## config.mk

```make
export PLATFORM = sky130hd
export DESIGN_NAME = serial_adder
export DESIGN_NICKNAME = d
export VERILOG_FILES = /design/src/rtl/serial_adder_pkg.sv /design/src/rtl/fa_cell.sv /design/src/rtl/serial_adder.sv
export SDC_FILE = /design/constraint.sdc
export NUM_CORES = 1
export LEC_CHECK = 0
export ABC_CLOCK_PERIOD_IN_PS = 4100
export CAP_MARGIN = 20
export CORE_ASPECT_RATIO = 2
export CORE_MARGIN = 3
export CORE_UTILIZATION = 29
export DETAILED_ROUTE_END_ITERATION = 10
export GPL_TIMING_DRIVEN = 0
export HOLD_SLACK_MARGIN = 0.05
export PLACE_DENSITY = 0.54
export SYNTH_ARGS = -nofsm -noshare
export SYNTH_HDL_FRONTEND = slang
export SYNTH_SLANG_ARGS = --single-unit
```

## constraint.sdc

```tcl
create_clock -name clk -period 4.1 [get_ports clk]
set_input_delay 0.41 -clock clk [delete_from_list [all_inputs] [get_ports clk]]
set_output_delay 0.41 -clock clk [all_outputs]
set_load 0.01 [all_outputs]
```

## src/rtl/serial_adder_pkg.sv

```systemverilog
// Shared definitions for the bit-serial adder/subtractor: FSM encoding and WIDTH bounds.
package serial_adder_pkg;

  typedef enum logic [1:0] {
    ST_IDLE = 2'd0,
    ST_RUN  = 2'd1,
    ST_DONE = 2'd2
  } state_t;

  localparam int WIDTH_MIN = 2;
  localparam int WIDTH_MAX = 64;

endpackage

```

## src/rtl/fa_cell.sv

```systemverilog
// Purely combinational 1-bit full adder; the serial datapath's only arithmetic cell.
module fa_cell (
  input  logic a,
  input  logic b,
  input  logic cin,
  output logic s,
  output logic cout
);

  assign s    = a ^ b ^ cin;
  assign cout = (a & b) | (a & cin) | (b & cin);

endmodule

```

## src/rtl/serial_adder.sv

```systemverilog
// Bit-serial adder/subtractor, LSB first, one bit per clock through a registered-carry full adder.
// Optional macro SERIAL_ADDER_OVF_EN adds a two's-complement overflow output (ovf).
module serial_adder
  import serial_adder_pkg::*;
#(
  parameter int WIDTH = 8
) (
  input  logic             clk,
  input  logic             rst,
  input  logic             start,
  input  logic             sub,
  input  logic             cin,
  input  logic [WIDTH-1:0] a,
  input  logic [WIDTH-1:0] b,
  output logic             busy,
  output logic             done,
  output logic [WIDTH-1:0] sum,
  output logic             cout
`ifdef SERIAL_ADDER_OVF_EN
  ,
  output logic             ovf
`endif
);

  // Handshake: start is sampled only in IDLE together with a/b/sub/cin; busy is high for the
  // WIDTH RUN cycles; done pulses one cycle and sum/cout are valid from then until the next done.

  localparam int CNT_W = (WIDTH > 1) ? $clog2(WIDTH) : 1;

  if (WIDTH < WIDTH_MIN || WIDTH > WIDTH_MAX) begin : g_width_check
    $error("serial_adder: WIDTH out of legal range");
  end

  state_t state, state_nxt;

  logic [WIDTH-1:0] a_sh;
  logic [WIDTH-1:0] b_sh;
  logic [WIDTH-1:0] sum_sh;
  logic             carry;
  logic [CNT_W-1:0] cnt;
  logic             s_bit;
  logic             c_next;
  logic             last;

  assign last = (cnt == CNT_W'(WIDTH - 1));

  fa_cell u_fa (
    .a   (a_sh[0]),
    .b   (b_sh[0]),
    .cin (carry),
    .s   (s_bit),
    .cout(c_next)
  );

  always_ff @(posedge clk or posedge rst) begin
    if (rst) state <= ST_IDLE;
    else     state <= state_nxt;
  end

  always_comb begin
    state_nxt = state;
    case (state)
      ST_IDLE: if (start) state_nxt = ST_RUN;
      ST_RUN:  if (last)  state_nxt = ST_DONE;
      ST_DONE: state_nxt = ST_IDLE;
      default: state_nxt = ST_IDLE;
    endcase
  end

  assign busy = (state == ST_RUN);
  assign done = (state == ST_DONE);

  // Subtraction is a + ~b + 1: invert b at load and force the initial carry.
  always_ff @(posedge clk or posedge rst) begin
    if (rst) begin
      a_sh   <= '0;
      b_sh   <= '0;
      sum_sh <= '0;
      carry  <= 1'b0;
      cnt    <= '0;
      sum    <= '0;
      cout   <= 1'b0;
`ifdef SERIAL_ADDER_OVF_EN
      ovf    <= 1'b0;
`endif
    end else begin
      case (state)
        ST_IDLE: begin
          if (start) begin
            a_sh   <= a;
            b_sh   <= sub ? ~b : b;
            carry  <= sub ? 1'b1 : cin;
            sum_sh <= '0;
            cnt    <= '0;
          end
        end
        ST_RUN: begin
          a_sh   <= a_sh >> 1;
          b_sh   <= b_sh >> 1;
          carry  <= c_next;
          sum_sh <= {s_bit, sum_sh[WIDTH-1:1]};
          cnt    <= cnt + CNT_W'(1);
          if (last) begin
            sum  <= {s_bit, sum_sh[WIDTH-1:1]};
            cout <= c_next;
`ifdef SERIAL_ADDER_OVF_EN
            // carry still holds the carry into the MSB on the final bit
            ovf  <= carry ^ c_next;
`endif
          end
        end
        default: ;
      endcase
    end
  end

endmodule

```

==> flow_metrics.py, run 1 <==
metrics = {
    "sta": {
        "slew_viol_final": 0,
        "hold_viol_final": 0,
        "slew_headroom_pct": 48.2,
        "period_share_pct": 55.8,
        "post-route-min-period_ns": 2.29,
        "fmax_ghz": 0.437,
        "clock_skew_ns": 0.00426,
        "tns_ns": 0,
        "setup_viol": 0,
        "worstMarginPinSlew_ns": 0.776,
        "rsz0062_at_grt": "false",
    },
    "synthesis": {
        "ys_types": 29,
        "syn_nets": 170,
        "ys_seq_elements": 38,
        "syn_inst": 146,
        "yosysWarningCount": 0,
        "yosysMostFrequentCell": "dfrtp_1",
        "synth.area.top_cells": "dfrtp_1 54%, mux2_4 7.6%, a22o_1 4.9%",
        "syn_area_um2": 1770,
        "synth_area_leader_cell": "dfrtp_1",
        "synthTopCellsByCount": "38 x dfrtp_1, 22 x nand2_1, 10 x a22o_1",
        "synth-async-reset-ratio_pct": 100,
        "syn_area_per_cell_um2": 12.1,
        "synth-main-ff-cell": "dfrtp_1",
        "synth_top_area_share_pct": 53.7,
        "yosysSeqAreaShare_pct": 53.7,
        "synth_edf_count": 0,
    },
    "clock_tree": {
        "htree_num_levels": 2,
        "postCtsResizedCells": 0,
        "cts_made_buffers": 5,
        "path_clk_slew_ns": 0.05,
        "hold_buffers": 0,
        "clk_path_buf_depth": 2,
        "cts_setup_buffers": 0,
        "clock-sinks": 38,
        "cts_tree": "yes",
        "insertion_delay_ns": 0.28,
        "clock-root-buffer": "clkbuf_16",
    },
    "floorplanning": {
        "die_x_um": 61.3,
        "rows": 39,
        "io_pins": 32,
        "die_h_um": 117,
        "floorplan.initialDensity_pct": 30.5,
        "core_area_um2": 5810,
        "dieArea_um2": 7140,
    },
    "finish": {
        "area_delta_synth_final_pct": 30.8,
        "multi_input_area_um2": 739,
        "seqCellArea_um2": 951,
        "antenna_cells_inserted": 0,
        "drive_gt1_share_pct": 16.4,
        "nFillCells": 568,
        "nets": 207,
        "stdcell_area_um2": 2320,
    },
    "drt": {
        "wl_per_cell_um": 16.1,
        "first_pass_iters": 4,
        "wl_mm": 3.93,
        "drc": 0,
        "via_per_inst": 5.06,
        "drtIter0Drc": 45,
        "antenna_left": 0,
        "num_vias": 1234,
    },
    "worst_hold_path": {
        "hold_depth": 2,
        "hold_class": "flip-flop to flip-flop",
    },
    "setup_path": {
        "ff2ff_path_depth": 4,
        "reg2reg_to": "sum[5]$_DFFE_PP0P_",
        "crit_cells": 5,
        "crit_path_end": "busy",
        "cp_slowest_stage_delay_ns": 0.57,
        "crit_family": "buffers and inverters",
        "worst-path-buf-inv": 4,
        "cp-start-kind": "flip-flop",
        "critPathCaptureType": "output pin",
        "worstPathArrival_ns": 1.88,
        "reg2reg_from": "cnt[0]$_DFFE_PP0P_",
        "reg2reg_setup_slack_ns": 2.63,
        "worstSetupPathType": "flip-flop to output pin",
        "worst_path_max_delay_cell": "clkdlybuf4s50_1",
        "critPathMaxFanout": 10,
        "worstPathCellList": "buf_6, nand2b_4, inv_4, buf_2, clkdlybuf4s50_1",
        "startpoint": "state[1]$_DFFE_PP0P_",
        "critical_path_required_ns": 3.69,
    },
    "global_routing": {
        "grt_max_degree": 39,
        "antenna_found_initial": 0,
        "grt_pass1_wl_mm": 6.66,
        "overflow": 0,
        "track_usage_pct": 12.8,
        "grt_pass1_vias": 1361,
    },
    "run_status": {
        "status": "completed",
    },
    "placed_design": {
        "place_area_um2": 2150,
        "io_buffers": 30,
        "place.gp.congestion": 0.705,
        "dp_hpwl_mm": 2.93,
    },
    "pwr": {
        "vdd_drop_max_uv": 201,
        "power_density_nw_per_um2": 717,
        "power_leakage_uw": 0.00108,
        "total_power_uw": 1660,
    },
    "run": {
        "cap_violations": 0,
    },
}
worst min path at each step:
stage	slack, ns	end	start
after floorplan	0.45	b_sh[7]$_DFFE_PP0P_	b_sh[7]$_DFFE_PP0P_
after global placement	0.46	b_sh[7]$_DFFE_PP0P_	b_sh[7]$_DFFE_PP0P_
after detailed placement	0.48	a_sh[5]$_DFFE_PP0P_	a_sh[5]$_DFFE_PP0P_
after CTS	0.49	a_sh[5]$_DFFE_PP0P_	a_sh[5]$_DFFE_PP0P_
after global routing	0.52	a_sh[6]$_DFFE_PP0P_	a_sh[6]$_DFFE_PP0P_
final	0.49	a_sh[5]$_DFFE_PP0P_	a_sh[5]$_DFFE_PP0P_
where the power goes:
part           switching (µW)  leakage (µW)  internal (µW)
sequential                104      0.000492            528
clock                     140     0.0000829            300
combinational             263      0.000509            326
layout by cell type, fill, tap and decap left out, types with 2 or more instances in the layout:
cell	synthesis	layout
clkdlybuf4s50_1	0	30
clkbuf_16	0	5
mux2_4	9	9
xor2_1	3	3
buf_4	2	2
o21ai_1	4	4
a21oi_1	8	8
dfrtp_1	38	38
o221ai_1	4	4
o21ai_0	5	5
clkbuf_1	2	2
a22o_1	10	10
a22oi_1	6	6
and3b_1	7	7
xnor2_1	5	5
ha_1	2	2
buf_6	3	3
nor2_1	3	3
nand2_1	22	22
routing by layer:
metal | track usage, % | wire [µm] | vias to the layer above
met1 | 13.6 | 1550 | 612
li1 | - | - | 587
met4 | 5.64 | 63 | 0
met5 | 0 | 0 | -
met2 | 23.1 | 2180 | 31
met3 | 2.65 | 135 | 4
worst min-delay path, cell delays in order, from the launching register on:
cell     delay (ns)
dfrtp_1        0.34
nand2_1        0.05
o21ai_0        0.06
sequential cells by signal (all words and copies together) (netlist names):
signal	cells
a_sh	8
b_sh	8
sum	8
sum_sh	7
cnt	3
state	2
carry	1
cout	1
cell type report:
type	count	share of cell area [%]
inverter	3	0.594
clock buffer	6	6.00
buffer	9	2.86
timing repair buffer	30	13.0
sequential	38	41.1
tap	61	3.30
clock inverter	1	1.30
multi-input combinational	96	31.9
cells by family after synthesis:
| kind of cell | share of synthesized area (%) |
|---|---|
| compound gates | 15.6 |
| mux | 7.63 |
| flops | 53.7 |
| simple gates | 12.0 |
| fa+ha+maj | 2.54 |
| buf+inv | 4.52 |
| xor+xnor | 3.96 |
through the flow:
step / cells / hold slack (ns) / utilization, % / worst slack (ns)
floorplan: 146 / 0.450 / - / 2.75
global placement: 237 / 0.463 / 37.0 / 2.02
detailed placement: 237 / 0.477 / 37.0 / 2.09
CTS: 244 / 0.489 / 39.9 / 1.79
global route: 244 / 0.520 / 39.9 / 1.69
finish: 244 / 0.488 / 39.9 / 1.81
Power figures use the tool's default switching activity.
==> run 2: changes to the inputs <==
--- a/config.mk
+++ b/config.mk
@@ -5,7 +5,7 @@
 export SDC_FILE = /design/constraint.sdc
 export NUM_CORES = 1
 export LEC_CHECK = 0
-export ABC_CLOCK_PERIOD_IN_PS = 4100
+export ABC_CLOCK_PERIOD_IN_PS = 1900
 export CAP_MARGIN = 20
 export CORE_ASPECT_RATIO = 2
 export CORE_MARGIN = 3
@@ -13,7 +13,7 @@
 export DETAILED_ROUTE_END_ITERATION = 10
 export GPL_TIMING_DRIVEN = 0
 export HOLD_SLACK_MARGIN = 0.05
-export PLACE_DENSITY = 0.54
+export PLACE_DENSITY = 0.56
 export SYNTH_ARGS = -nofsm -noshare
 export SYNTH_HDL_FRONTEND = slang
 export SYNTH_SLANG_ARGS = --single-unit
==> constraint.sdc (replaced) <==
create_clock -name clk -period 1.9 [get_ports clk]
set_input_delay 0.19 -clock clk [delete_from_list [all_inputs] [get_ports clk]]
set_output_delay 0.19 -clock clk [all_outputs]
set_load 0.01 [all_outputs]
==> run 2 against run 1 <==
Final cell count decreased by 0.41%. Via count fell by 0.57%. Non-clock buffer count decreased by 1. Combinational power is 110% higher. Highest routed layer unchanged. Clock power is 76% higher. Total power increased by 100%. First-iteration DRC count grew 4.4%. Largest power group unchanged. Hold slack got worse by 0.11 ns. Critical path depth decreased by 1. Largest cell class unchanged. Critical path type unchanged.
==> flow_metrics.py, run 2 (synthesis gave the netlist of run 1 again) <==
metrics = {
    "run_status": {
        "status": "completed",
    },
    "global_routing": {
        "grt_pass1_vias": 1313,
        "grt_pass1_wl_mm": 6.19,
        "antenna_found_initial": 0,
        "overflow": 0,
        "track_usage_pct": 11.6,
        "grt_max_degree": 39,
    },
    "clock_tree": {
        "insertion_delay_ns": 0.28,
        "htree_num_levels": 2,
        "hold_buffers": 0,
        "path_clk_slew_ns": 0.06,
        "clk_path_buf_depth": 2,
        "cts_made_buffers": 5,
        "cts_tree": "yes",
        "clock-sinks": 38,
        "clock-root-buffer": "clkbuf_16",
        "cts_setup_buffers": 0,
    },
    "sta": {
        "post-route-min-period_ns": 1.67,
        "slew_viol_final": 0,
        "worstMarginPinSlew_ns": 0.778,
        "fmax_ghz": 0.600,
        "rsz0062_at_grt": "false",
        "period_share_pct": 87.7,
        "slew_headroom_pct": 48.0,
        "tns_ns": 0,
        "hold_viol_final": 0,
        "setup_ws_ns": 0.233,
        "whs_ns": 0.381,
        "setup_viol": 0,
        "clock_skew_ns": 0.00303,
    },
    "placed_design": {
        "dp_worst_setup_slack_ns": 0.0968,
        "place.gp.congestion": 0.729,
        "dp_hpwl_mm": 2.79,
        "placedCellCount": 237,
        "io_buffers": 30,
    },
    "finish": {
        "instances_no_fill": 243,
        "nFillCells": 560,
        "drive_gt1_share_pct": 16.5,
        "multi_input_area_um2": 739,
        "top_regs": "a_sh x8, b_sh x8, sum x8",
        "antenna_cells_inserted": 0,
        "area_delta_synth_final_pct": 28.9,
        "seqCellArea_um2": 952,
        "nets": 206,
        "final_cell_mix": "37 x dfrtp_1, 28 x clkdlybuf4s50_1, 22 x nand2_1",
        "final_common_cell": "dfrtp_1",
    },
    "floorplanning": {
        "core_area_um2": 5810,
        "die_x_um": 61.3,
        "die_h_um": 117,
        "rows": 39,
        "dieArea_um2": 7140,
        "io_pins": 32,
        "floorplan.initialDensity_pct": 30.5,
    },
    "run": {
        "cap_violations": 0,
    },
    "drt": {
        "wl_per_cell_um": 15.5,
        "wl_mm": 3.77,
        "num_vias": 1227,
        "drtIter0Drc": 47,
        "antenna_left": 0,
        "first_pass_iters": 4,
        "drc": 0,
        "via_per_inst": 5.05,
    },
    "setup_path": {
        "critPathCaptureType": "output pin",
        "reg2reg_from": "cnt[0]$_DFFE_PP0P_",
        "startpoint": "state[0]$_DFFE_PP0P_",
        "worstPathArrival_ns": 1.48,
        "worst_path_max_delay_cell": "dfrtp_2",
        "critical_path_required_ns": 1.71,
        "cp_slowest_stage_delay_ns": 0.46,
        "ff2ff_path_depth": 4,
        "worstSetupPathType": "flip-flop to output pin",
        "critPathMaxFanout": 10,
        "cp-start-kind": "flip-flop",
        "worstPathCellList": "buf_4, buf_6, nor2b_1, dlygate4sd2_1",
    },
    "pwr": {
        "power_density_nw_per_um2": 1490,
        "vdd_drop_max_uv": 420,
        "power_leakage_uw": 0.00108,
        "total_power_uw": 3400,
    },
    "worst_hold_path": {
        "hold_class": "input pin to asynchronous set/reset pin",
    },
}
-- run 2: cell types whose count changed in the layout (fill, tap and decap cells not counted), sizes merged --
cell           before  now
buf                 6    5
bufinv              1    0
clkbuf              9    8
clkdlybuf4s50      30   28
clkinv              0    2
dlygate4sd2         0    1
dlymetal6s2s        0    1
-- run 2: repair_timing --
item,4_1_cts,5_1_grt
resized for setup,3,1
hold endpoints to repair,0,0
setup endpoints to repair,2,1
-- run 2: layout make-up --
type	instances	area share (%)
Buffer	8	2.69
Clock buffer	5	5.48
Clock inverter	2	0.439
Inverter	3	0.713
Multi-Input combinational cell	96	32.4
Sequential cell	38	41.7
Tap cell	61	3.34
Timing Repair Buffer	30	13.2
-- run 2: metrics by stage --
stage	util, %	area [µm²]
after floorplan	-	1770
after global placement	37.0	2150
after detailed placement	37.0	2150
after CTS	39.3	2280
after global routing	39.3	2280
final	39.3	2280
-- run 2: power breakdown --
part           total [µW]  switching, µW  internal, µW
logic                1260            568           695
registers            1360            217          1140
clock network         775            302           473
-- run 2: worst max-delay path, delay by kind of cell (launching register included) --
kind / cells / cell delay, ns
and+or+nand+nor: 1 / 0.12
buffers and inverters: 3 / 0.63
DFF: 1 / 0.46
-- run 2: final timing paths --
path,to,slack (ns)
hold / removal,sum[1]$_DFFE_PP0P_,0.38
hold reg to reg,b_sh[5]$_DFFE_PP0P_,0.48
max in group asynchronous,state[0]$_DFFE_PP0P_,0.97
setup reg to reg,cout$_DFFE_PP0P_,0.44
min in group clk,b_sh[7]$_DFFE_PP0P_,0.42
setup / recovery,done,0.23
-- run 2: per-layer routing --
layer	vias to the layer above	share of wire, %	track usage (%)
li1	584	-	-
met1	609	40	13.2
met2	30	55	20.2
met3	4	3.3	2.43
met4	0	1.3	4.78
met5	-	0	0
==> run 3: changes to the inputs <==
--- a/config.mk
+++ b/config.mk
@@ -13,7 +13,7 @@
 export DETAILED_ROUTE_END_ITERATION = 10
 export GPL_TIMING_DRIVEN = 0
 export HOLD_SLACK_MARGIN = 0.05
-export PLACE_DENSITY = 0.56
+export PLACE_DENSITY = 0.55
 export SYNTH_ARGS = -nofsm -noshare
 export SYNTH_HDL_FRONTEND = slang
 export SYNTH_SLANG_ARGS = --single-unit
==> run 3 against run 2 <==
Critical endpoint unchanged. Final cell count increased by 1.2%. Clock power increased by 8.6%. First-iteration DRC count grew 40%. Sequential power hardly changed. Die area stayed put. Maximum frequency grew 3.8%. Critical path type unchanged. Worst setup slack better by 0.062 ns. Largest cell class unchanged. Core utilization up 0.54 points.
==> flow_metrics.py, run 3 (synthesis gave the netlist of run 1 again) <==
metrics = {
    "setup_path": {
        "critPathCaptureType": "output pin",
        "worstSetupPathType": "flip-flop to output pin",
        "worstPathCellList": "buf_4, buf_6, nor2b_1, dlygate4sd2_1",
        "reg2reg_to": "carry$_DFFE_PP0P_",
        "worst_path_max_delay_cell": "dfrtp_2",
        "worst-path-buf-inv": 3,
        "critical_path_required_ns": 1.71,
        "cp-start-kind": "flip-flop",
        "worstPathArrival_ns": 1.42,
        "cp_slowest_stage_delay_ns": 0.42,
        "ff2ff_path_depth": 6,
        "reg2reg_from": "state[0]$_DFFE_PP0P_",
        "crit_family": "buffers and inverters",
        "critPathMaxFanout": 10,
        "reg2reg_setup_slack_ns": 0.36,
    },
    "pwr": {
        "p_comb_share_pct": 36.9,
        "p_sw_share_pct": 31.7,
        "p_sw_uw": 1100,
        "total_power_uw": 3470,
        "seqPwrFrac_pct": 38.8,
        "p_int_uw": 2370,
        "vdd_drop_max_uv": 473,
        "power_density_nw_per_um2": 1500,
        "clockPowerShare_pct": 24.3,
        "power_leakage_uw": 0.00109,
    },
    "floorplanning": {
        "dieArea_um2": 7140,
        "floorplan.initialDensity_pct": 30.5,
        "io_pins": 32,
        "die_x_um": 61.3,
        "die_h_um": 117,
        "rows": 39,
        "core_area_um2": 5810,
    },
    "finish": {
        "antenna_cells_inserted": 0,
        "nets": 208,
        "final_common_cell": "dfrtp_1",
        "drive_gt1_share_pct": 17.8,
        "area_delta_synth_final_pct": 30.7,
        "final_cell_mix": "37 x dfrtp_1, 28 x clkdlybuf4s50_1, 22 x nand2_1",
        "top_regs": "a_sh x8, b_sh x8, sum x8",
        "stdcell_area_um2": 2310,
        "instances_no_fill": 246,
    },
    "drt": {
        "num_vias": 1236,
        "drc": 0,
        "wl_per_cell_um": 15.4,
        "via_per_inst": 5.02,
        "drtIter0Drc": 66,
        "wl_mm": 3.80,
        "first_pass_iters": 4,
        "antenna_left": 0,
    },
    "sta": {
        "tns_ns": 0,
        "clock_skew_ns": 0.00594,
        "rsz0062_at_grt": "false",
        "slew_viol_final": 0,
        "fmax_ghz": 0.623,
        "period_share_pct": 84.5,
        "hold_viol_final": 0,
        "setup_viol": 0,
        "post-route-min-period_ns": 1.61,
        "whs_ns": 0.387,
        "worstMarginPinSlew_ns": 0.797,
        "slew_headroom_pct": 46.8,
    },
    "run": {
        "cap_violations": 0,
    },
    "placed_design": {
        "place.gp.congestion": 0.759,
        "place_area_um2": 2150,
        "placedCellCount": 237,
        "dp_hpwl_mm": 2.78,
        "io_buffers": 30,
    },
    "worst_hold_path": {
        "hold_class": "input pin to asynchronous set/reset pin",
    },
    "clock_tree": {
        "clk_path_buf_depth": 2,
        "hold_buffers": 0,
        "insertion_delay_ns": 0.28,
        "htree_num_levels": 2,
        "cts_tree": "yes",
        "path_clk_slew_ns": 0.06,
        "clock-root-buffer": "clkbuf_16",
        "cts_made_buffers": 5,
        "clock-sinks": 38,
    },
    "global_routing": {
        "overflow": 0,
        "grt_pass1_vias": 1314,
        "track_usage_pct": 12.2,
        "grt_max_degree": 39,
        "antenna_found_initial": 0,
        "grt_pass1_wl_mm": 6.42,
    },
    "run_status": {
        "status": "completed",
    },
}
==> run 3: worst reg2reg max path, cell delays in order, from the launching register on <==
cell and delay [ns]:
dfrtp_2 0.42, buf_4 0.16, buf_4 0.15, o21bai_2 0.34, buf_4 0.25, nand2_1 0.08, o31ai_2 0.06
==> run 3: area by class of cell <==
cell class | count | area (µm²)
Multi-Input combinational cell | 96 | 739
Clock inverter | 2 | 12.5
Inverter | 3 | 16.3
Timing Repair Buffer | 32 | 317
Clock buffer | 6 | 139
Sequential cell | 38 | 952
Buffer | 8 | 61.3
Tap cell | 61 | 76.3
Fill cell | 553 | 3490
==> run 3: worst max path at each step <==
stage | slack, ns | depth (start not counted) | startpoint | to
after global routing | 0.23 | 4 | state[0]$_DFFE_PP0P_ | done
after detailed placement | 0.12 | 5 | state[1]$_DFFE_PP0P_ | busy
after CTS | 0.01 | 4 | state[1]$_DFFE_PP0P_ | busy
after floorplan | 0.55 | 4 | cnt[0]$_DFFE_PP0P_ | cout$_DFFE_PP0P_
after global placement | -0.03 | 2 | rst | b_sh[1]$_DFFE_PP0P_
final | 0.29 | 4 | state[0]$_DFFE_PP0P_ | done
==> run 3: stage by stage <==
step | setup WS (ns) | util, %
after floorplan | 0.546 | -
after global placement | -0.0313 | 37.0
after detailed placement | 0.121 | 37.0
after CTS | 0.0119 | 39.8
after global routing | 0.226 | 39.8
final | 0.295 | 39.8
==> run 3: power groups by stage <==
stage / clock network, µW / registers, µW / logic, µW
CTS: 861 / 1350 / 1310
finish: 842 / 1350 / 1280
detailed placement: 0 / 1380 / 1280
floorplan: 0 / 1360 / 837
global route: 892 / 1390 / 1430
global placement: 0 / 1370 / 1270
==> run 3: metal layers <==
metal / routed length (µm) / track usage [%] / vias to the layer above
li1: - / - / 596
met1: 1500 / 13.9 / 606
met2: 2100 / 21.0 / 29
met3: 122 / 2.65 / 5
met4: 77 / 5.21 / 0
met5: 0 / 0 / -
==> run 3: timing repair <==
item                       CTS  global route
pin swaps                    0             0
setup endpoints to repair    2             1
buffers inserted             2             0
resized for setup            2             2
